$ cat src/rtl/seg_readback.sv
// Seven-segment bus reader: synchronizes segment/anode lines, waits for a stable
// lit digit, decodes the glyph back to a nibble and holds it per digit position.
module seg_readback #(
    parameter int NUM_DIGITS    = 4,
    parameter int IDX_W         = 2,
    parameter int STABLE_CYCLES = 4
) (
    input  logic                    clk,
    input  logic                    rst_n,
    input  logic [6:0]              seg_in,
    input  logic [NUM_DIGITS-1:0]   an_in,
    input  logic                    clear,
    output logic [4*NUM_DIGITS-1:0] digits_out,
    output logic [NUM_DIGITS-1:0]   valid_out,
    output logic [NUM_DIGITS-1:0]   err_out,
    output logic                    upd_pulse,
    output logic [IDX_W-1:0]        upd_idx
);

    localparam int                CNT_W    = 8;
    localparam logic [CNT_W-1:0]  CNT_MAX  = CNT_W'(STABLE_CYCLES);
    localparam logic [CNT_W-1:0]  CNT_LAST = CNT_W'(STABLE_CYCLES - 1);
    localparam int                PAIR_W   = NUM_DIGITS + 7;

    typedef enum logic [1:0] {
        S_IDLE  = 2'd0,
        S_TRACK = 2'd1,
        S_HOLD  = 2'd2
    } state_t;

    // Two-flop synchronizers on both buses.
    logic [6:0]            seg_s1_q, seg_s1_d, seg_s2_q, seg_s2_d;
    logic [NUM_DIGITS-1:0] an_s1_q,  an_s1_d,  an_s2_q,  an_s2_d;

    always_comb begin
        seg_s1_d = seg_in;
        seg_s2_d = seg_s1_q;
        an_s1_d  = an_in;
        an_s2_d  = an_s1_q;
    end

    always_ff @(posedge clk or negedge rst_n) begin
        if (!rst_n) begin
            seg_s1_q <= '0;
            seg_s2_q <= '0;
            an_s1_q  <= '0;
            an_s2_q  <= '0;
        end else begin
            seg_s1_q <= seg_s1_d;
            seg_s2_q <= seg_s2_d;
            an_s1_q  <= an_s1_d;
            an_s2_q  <= an_s2_d;
        end
    end

    // A pair is usable only when exactly one anode is driven low.
    logic                 an_qual;
    logic                 an_found;
    logic                 an_multi;
    logic [IDX_W-1:0]     an_idx;
    logic [PAIR_W-1:0]    pair_s;

    always_comb begin
        an_found = 1'b0;
        an_multi = 1'b0;
        an_idx   = '0;
        for (int k = 0; k < NUM_DIGITS; k++) begin
            if (!an_s2_q[k]) begin
                if (an_found) begin
                    an_multi = 1'b1;
                end
                an_found = 1'b1;
                an_idx   = IDX_W'(k);
            end
        end
        an_qual = an_found && !an_multi;
        pair_s  = {an_s2_q, seg_s2_q};
    end

    function automatic logic [4:0] decode_glyph(input logic [6:0] seg);
        logic [4:0] res;
        case (seg)
            7'b1000000: res = {1'b0, 4'h0};
            7'b1111001: res = {1'b0, 4'h1};
            7'b0100100: res = {1'b0, 4'h2};
            7'b0110000: res = {1'b0, 4'h3};
            7'b0011001: res = {1'b0, 4'h4};
            7'b0010010: res = {1'b0, 4'h5};
            7'b0000010: res = {1'b0, 4'h6};
            7'b1111000: res = {1'b0, 4'h7};
            7'b0000000: res = {1'b0, 4'h8};
            7'b0010000: res = {1'b0, 4'h9};
            7'b0000110: res = {1'b0, 4'hE};
            default:    res = {1'b1, 4'hF};
        endcase
        return res;
    endfunction

    logic       dec_err;
    logic [3:0] dec_val;

    always_comb begin
        {dec_err, dec_val} = decode_glyph(seg_s2_q);
    end

    // Stability tracker: counts identical qualified samples against a reference.
    state_t            state_q, state_d;
    logic [CNT_W-1:0]  cnt_q, cnt_d;
    logic [PAIR_W-1:0] ref_q, ref_d;
    logic              commit;
    logic              upd_pulse_q, upd_pulse_d;
    logic [IDX_W-1:0]  upd_idx_q, upd_idx_d;

    always_comb begin
        state_d = state_q;
        cnt_d   = cnt_q;
        ref_d   = ref_q;
        commit  = 1'b0;
        case (state_q)
            S_IDLE: begin
                cnt_d = '0;
                if (an_qual) begin
                    state_d = S_TRACK;
                    cnt_d   = CNT_W'(1);
                    ref_d   = pair_s;
                end
            end
            S_TRACK: begin
                if (!an_qual) begin
                    state_d = S_IDLE;
                    cnt_d   = '0;
                end else if (pair_s != ref_q) begin
                    ref_d = pair_s;
                    cnt_d = CNT_W'(1);
                end else if (cnt_q >= CNT_LAST) begin
                    state_d = S_HOLD;
                    cnt_d   = CNT_MAX;
                    commit  = 1'b1;
                end else begin
                    cnt_d = cnt_q + CNT_W'(1);
                end
            end
            S_HOLD: begin
                if (!an_qual) begin
                    state_d = S_IDLE;
                    cnt_d   = '0;
                end else if (pair_s != ref_q) begin
                    state_d = S_TRACK;
                    cnt_d   = CNT_W'(1);
                    ref_d   = pair_s;
                end else begin
                    cnt_d = cnt_q;
                end
            end
            default: begin
                state_d = S_IDLE;
                cnt_d   = '0;
            end
        endcase

        // Clear drops any commit landing on the same edge.
        if (clear) begin
            state_d = S_IDLE;
            cnt_d   = '0;
            commit  = 1'b0;
        end

        upd_pulse_d = commit;
        upd_idx_d   = commit ? an_idx : upd_idx_q;
    end

    always_ff @(posedge clk or negedge rst_n) begin
        if (!rst_n) begin
            state_q     <= S_IDLE;
            cnt_q       <= '0;
            ref_q       <= '0;
            upd_pulse_q <= 1'b0;
            upd_idx_q   <= '0;
        end else begin
            state_q     <= state_d;
            cnt_q       <= cnt_d;
            ref_q       <= ref_d;
            upd_pulse_q <= upd_pulse_d;
            upd_idx_q   <= upd_idx_d;
        end
    end

    assign upd_pulse = upd_pulse_q;
    assign upd_idx   = upd_idx_q;

    // One holding register set per digit position.
    generate
        for (genvar gi = 0; gi < NUM_DIGITS; gi++) begin : gen_digit
            logic [3:0] dig_q, dig_d;
            logic       val_q, val_d;
            logic       err_q, err_d;
            logic       hit;

            always_comb begin
                hit   = commit && (an_idx == IDX_W'(gi));
                dig_d = dig_q;
                val_d = val_q;
                err_d = err_q;
                if (clear) begin
                    dig_d = '0;
                    val_d = 1'b0;
                    err_d = 1'b0;
                end else if (hit) begin
                    dig_d = dec_val;
                    val_d = 1'b1;
                    err_d = dec_err;
                end
            end

            always_ff @(posedge clk or negedge rst_n) begin
                if (!rst_n) begin
                    dig_q <= '0;
                    val_q <= 1'b0;
                    err_q <= 1'b0;
                end else begin
                    dig_q <= dig_d;
                    val_q <= val_d;
                    err_q <= err_d;
                end
            end

            assign digits_out[4*gi +: 4] = dig_q;
            assign valid_out[gi]         = val_q;
            assign err_out[gi]           = err_q;
        end
    endgenerate

endmodule
$ cat config.mk
export PLATFORM = sky130hd
export DESIGN_NAME = seg_readback
export DESIGN_NICKNAME = d
export VERILOG_FILES = /design/src/rtl/seg_readback.sv
export SDC_FILE = /design/constraint.sdc
export NUM_CORES = 1
export LEC_CHECK = 0
export BUFFER_PORTS_ARGS = -buffer_cell sky130_fd_sc_hd__buf_2
export CELL_PAD_IN_SITES_DETAIL_PLACEMENT = 1
export CELL_PAD_IN_SITES_GLOBAL_PLACEMENT = 2
export CORE_ASPECT_RATIO = 2
export CORE_MARGIN = 4
export CORE_UTILIZATION = 41
export DETAILED_ROUTE_END_ITERATION = 10
export MAX_ROUTING_LAYER = met4
export PLACE_DENSITY_LB_ADDON = 0.1
export SLEW_MARGIN = 20
export SYNTH_ARGS = -nofsm -noshare
export SYNTH_HDL_FRONTEND = slang
export SYNTH_SLANG_ARGS = --single-unit
$ cat constraint.sdc
create_clock -name clk -period 5.35 [get_ports clk]
set_clock_uncertainty 0.2 [all_clocks]
set_input_delay 0.2675 -clock clk [delete_from_list [all_inputs] [get_ports clk]]
set_output_delay 0.2675 -clock clk [all_outputs]
set_load 0.05 [all_outputs]
==> flow_metrics.py <==
metrics = {
    "grt": {
        "grt_pass1_wl_um": 12700,
        "overflow": 0,
        "grt_pass1_vias": 2399,
        "grt_antenna_before_repair": 0,
        "grt_util_all_layers_pct": 18.4,
        "grt_max_degree": 71,
    },
    "cts": {
        "cts.sinks": 70,
        "cts_root_buffer": "clkbuf_16",
        "clk-insertion-delay-late_ps": 330,
        "htree_levels": 3,
        "cts_resized": 0,
        "cts_tree": "built",
        "path_clk_slew_ps": 50,
        "cts_inserted_buffers": 9,
        "cts_setup_buffers": 0,
        "ctsHoldBuffers": 12,
        "cts_buffer_depth": 2,
    },
    "pwr": {
        "swShare_pct": 25.2,
        "p_int_mw": 1.09,
        "p_comb_share_pct": 12.4,
        "p_leak_nw": 1.76,
        "seqPwrFrac_pct": 41.8,
        "cellPowerDensity_nw_per_um2": 385,
        "ir_drop_v": 0.000256,
        "p_sw_uw": 369,
        "clockPowerShare_pct": 45.9,
    },
    "detailed_routing": {
        "wl_met3_um": 199,
        "via_per_inst": 5.39,
        "routed-wl-met2_um": 4230,
        "drt_wl_total_um": 7440,
        "drcViolationCount": 0,
        "antenna_left": 0,
        "drtIter0Drc": 109,
        "dr.pass1.iters": 4,
        "top_layer_used": "met4",
        "num_vias": 2231,
        "wl_met1_um": 2770,
        "wl_per_cell_um": 18.0,
    },
    "hold_path": {
        "hold_path_end": "seg_s2_q[1]",
        "hp-start": "seg_s1_q[1]",
        "whs_path_depth": 0,
        "min_path_type": "flip-flop to flip-flop",
    },
    "finish": {
        "multi_input_area_um2": 1210,
        "utilization_pct": 50.4,
        "area_growth_pct": 20.2,
        "drive_above_1_share_pct": 26.6,
        "diodes": 0,
        "seqCellArea_um2": 1750,
        "nNetsFinal": 334,
        "final_area_um2": 3800,
        "fillerInstances": 837,
    },
    "sta": {
        "final.min_clock_period_ps": 2640,
        "post-route-period-util_pct": 49.3,
        "setup_violations": 0,
        "slew_headroom_pct": 41.3,
        "worst_slack_ps": 2710,
        "hold_ws_ps": 146,
        "slew_viol_final": 0,
        "hold_viol": 0,
        "setup_tns_ps": 0,
        "fmax_mhz": 379,
        "rsz0062_at_grt": "no",
        "tightest_slew_ps": 881,
    },
    "worst_setup_path": {
        "r2r-start": "seg_s2_q[6]",
        "worstSetupStartpointType": "flip-flop",
        "r2r-end": "gen_digit[2].dig_q[2]",
        "cp.arrival_ps": 2650,
        "reg2reg_depth": 6,
        "cp_max_fo": 12,
        "endpoint_kind": "flip-flop",
        "r2r_setup_slack_ps": 2710,
        "cp.required_ps": 5370,
        "path_class": "flip-flop to flip-flop",
    },
    "placed_design": {
        "preCtsSetupSlack_ps": 2670,
        "hpwl_um": 5110,
        "post_dp_cell_area_um2": 3340,
        "portBuffers": 40,
        "gp_congestion": 0.887,
    },
    "floorplanning": {
        "rows": 45,
        "start_util_pct": 41.9,
        "die_x_um": 70.1,
        "die_area_um2": 9270,
        "core_um2": 7540,
        "ios": 41,
        "die_h_um": 132,
    },
    "synth": {
        "synth.yosys.warnings": 0,
        "yosysMostFrequentCell": "dfrtp_1",
        "syn-num-nets": 293,
        "synth_cell_types": 47,
        "synth_edf_count": 0,
        "synthTopCellsByArea": "dfrtp_1, mux2_2, xnor2_1",
        "synthTopCellsByCount": "dfrtp_1, nand2_1, mux2_2",
        "async_flop_share_pct": 100,
        "synthCells": 274,
        "yosysSeqAreaShare_pct": 55.4,
        "syn-cell-area_um2": 3160,
        "syn_area_per_cell_um2": 11.5,
        "synth_top_cell_area_share_pct": 55.4,
        "ys.flop_type": "dfrtp_1",
        "ys_ff_latch": 70,
        "synth_top_area_cell": "dfrtp_1",
    },
    "status": {
        "status": "completed",
    },
    "job": {
        "cap_violations": 0,
    },
}
sequential cells by signal, summed over array words and instances (netlist names), 2 cells and up:
signal	cells
gen_digit.val_q	4
seg_s2_q	7
state_q	2
gen_digit.dig_q	16
cnt_q	8
seg_s1_q	7
ref_q	11
upd_idx	2
gen_digit.err_q	4
an_s1_q	4
an_s2_q	4
power by group through the flow:
stage	Combinational [mW]	Clock [mW]	Sequential, mW
after global routing	0.199	0.717	0.618
after CTS	0.184	0.688	0.612
final	0.181	0.671	0.611
after detailed placement	0.176	0	0.620
after floorplan	0.0995	0	0.645
after global placement	0.172	0	0.619
worst max-delay path by stage:
stage | start | depth (start not counted) | slack [ps] | to
detailed placement | seg_s2_q[0] | 6 | 2670 | gen_digit[2].dig_q[2]
finish | seg_s2_q[6] | 6 | 2710 | gen_digit[2].dig_q[2]
CTS | seg_s2_q[0] | 6 | 2660 | gen_digit[2].dig_q[2]
global route | seg_s2_q[0] | 6 | 2530 | gen_digit[3].dig_q[2]
global placement | seg_s2_q[6] | 6 | 2680 | gen_digit[0].dig_q[2]
floorplan | seg_s2_q[3] | 7 | 3160 | gen_digit[0].dig_q[2]
layout make-up:
| class | count | share of cell area [%] |
|---|---|---|
| flip-flops and latches | 70 | 46.1 |
| multi-input cells | 168 | 31.9 |
| repair buffers | 53 | 8.62 |
| clock buffers | 12 | 7.01 |
| well taps | 94 | 3.09 |
| clock inverters | 4 | 2.01 |
| inverters | 13 | 1.28 |
worst max-delay path: stages, from the launching register on:
cell and delay [ps]:
dfrtp_1 600, nand3_1 190, nor3b_1 200, o311ai_2 460, a31o_2 280, o21ai_0 250
mux2_2 340
kinds of logic after synthesis:
group / Yosys count / share of synthesized area (%)
simple gates: 75 / 13.5
flops: 70 / 55.4
compound gates: 47 / 9.73
buf+inv: 36 / 6.25
mux: 27 / 9.29
xor+xnor: 14 / 3.88
fa+ha+maj: 5 / 1.98
routing by layer:
metal	global-route usage [%]	up-vias
li1	-	1038
met1	20.5	1131
met2	31.1	43
met3	3.36	19
met4	9.17	0
met5	-	-
per-stage QoR:
stage / std cells / total power, mW
floorplan: 274 / 0.744
global placement: 386 / 0.791
detailed placement: 386 / 0.795
CTS: 414 / 1.48
global route: 414 / 1.53
finish: 414 / 1.46
placed cells by master, fill, tap and decap left out, types with 2 or more instances in the layout:
master,instances
a41oi_1,3
a21oi_1,8
a211o_1,2
dlygate4sd3_1,12
nand4b_1,2
clkbuf_8,3
and2_1,4
mux2i_1,8
a22o_1,2
nand2_1,21
ha_1,5
dfrtp_1,70
bufinv_16,2
nor4b_1,3
a31oi_1,7
buf_2,40
o31ai_1,2
nor3b_1,2
nand4_1,4
nand3b_1,2
inv_1,13
nor2_1,12
xnor2_1,13
nand3_1,7
mux2_2,19
nor4_1,3
o21ai_0,16
clkbuf_16,9
nor3_1,4
and3_1,2
(Power assumes the default switching activity.)
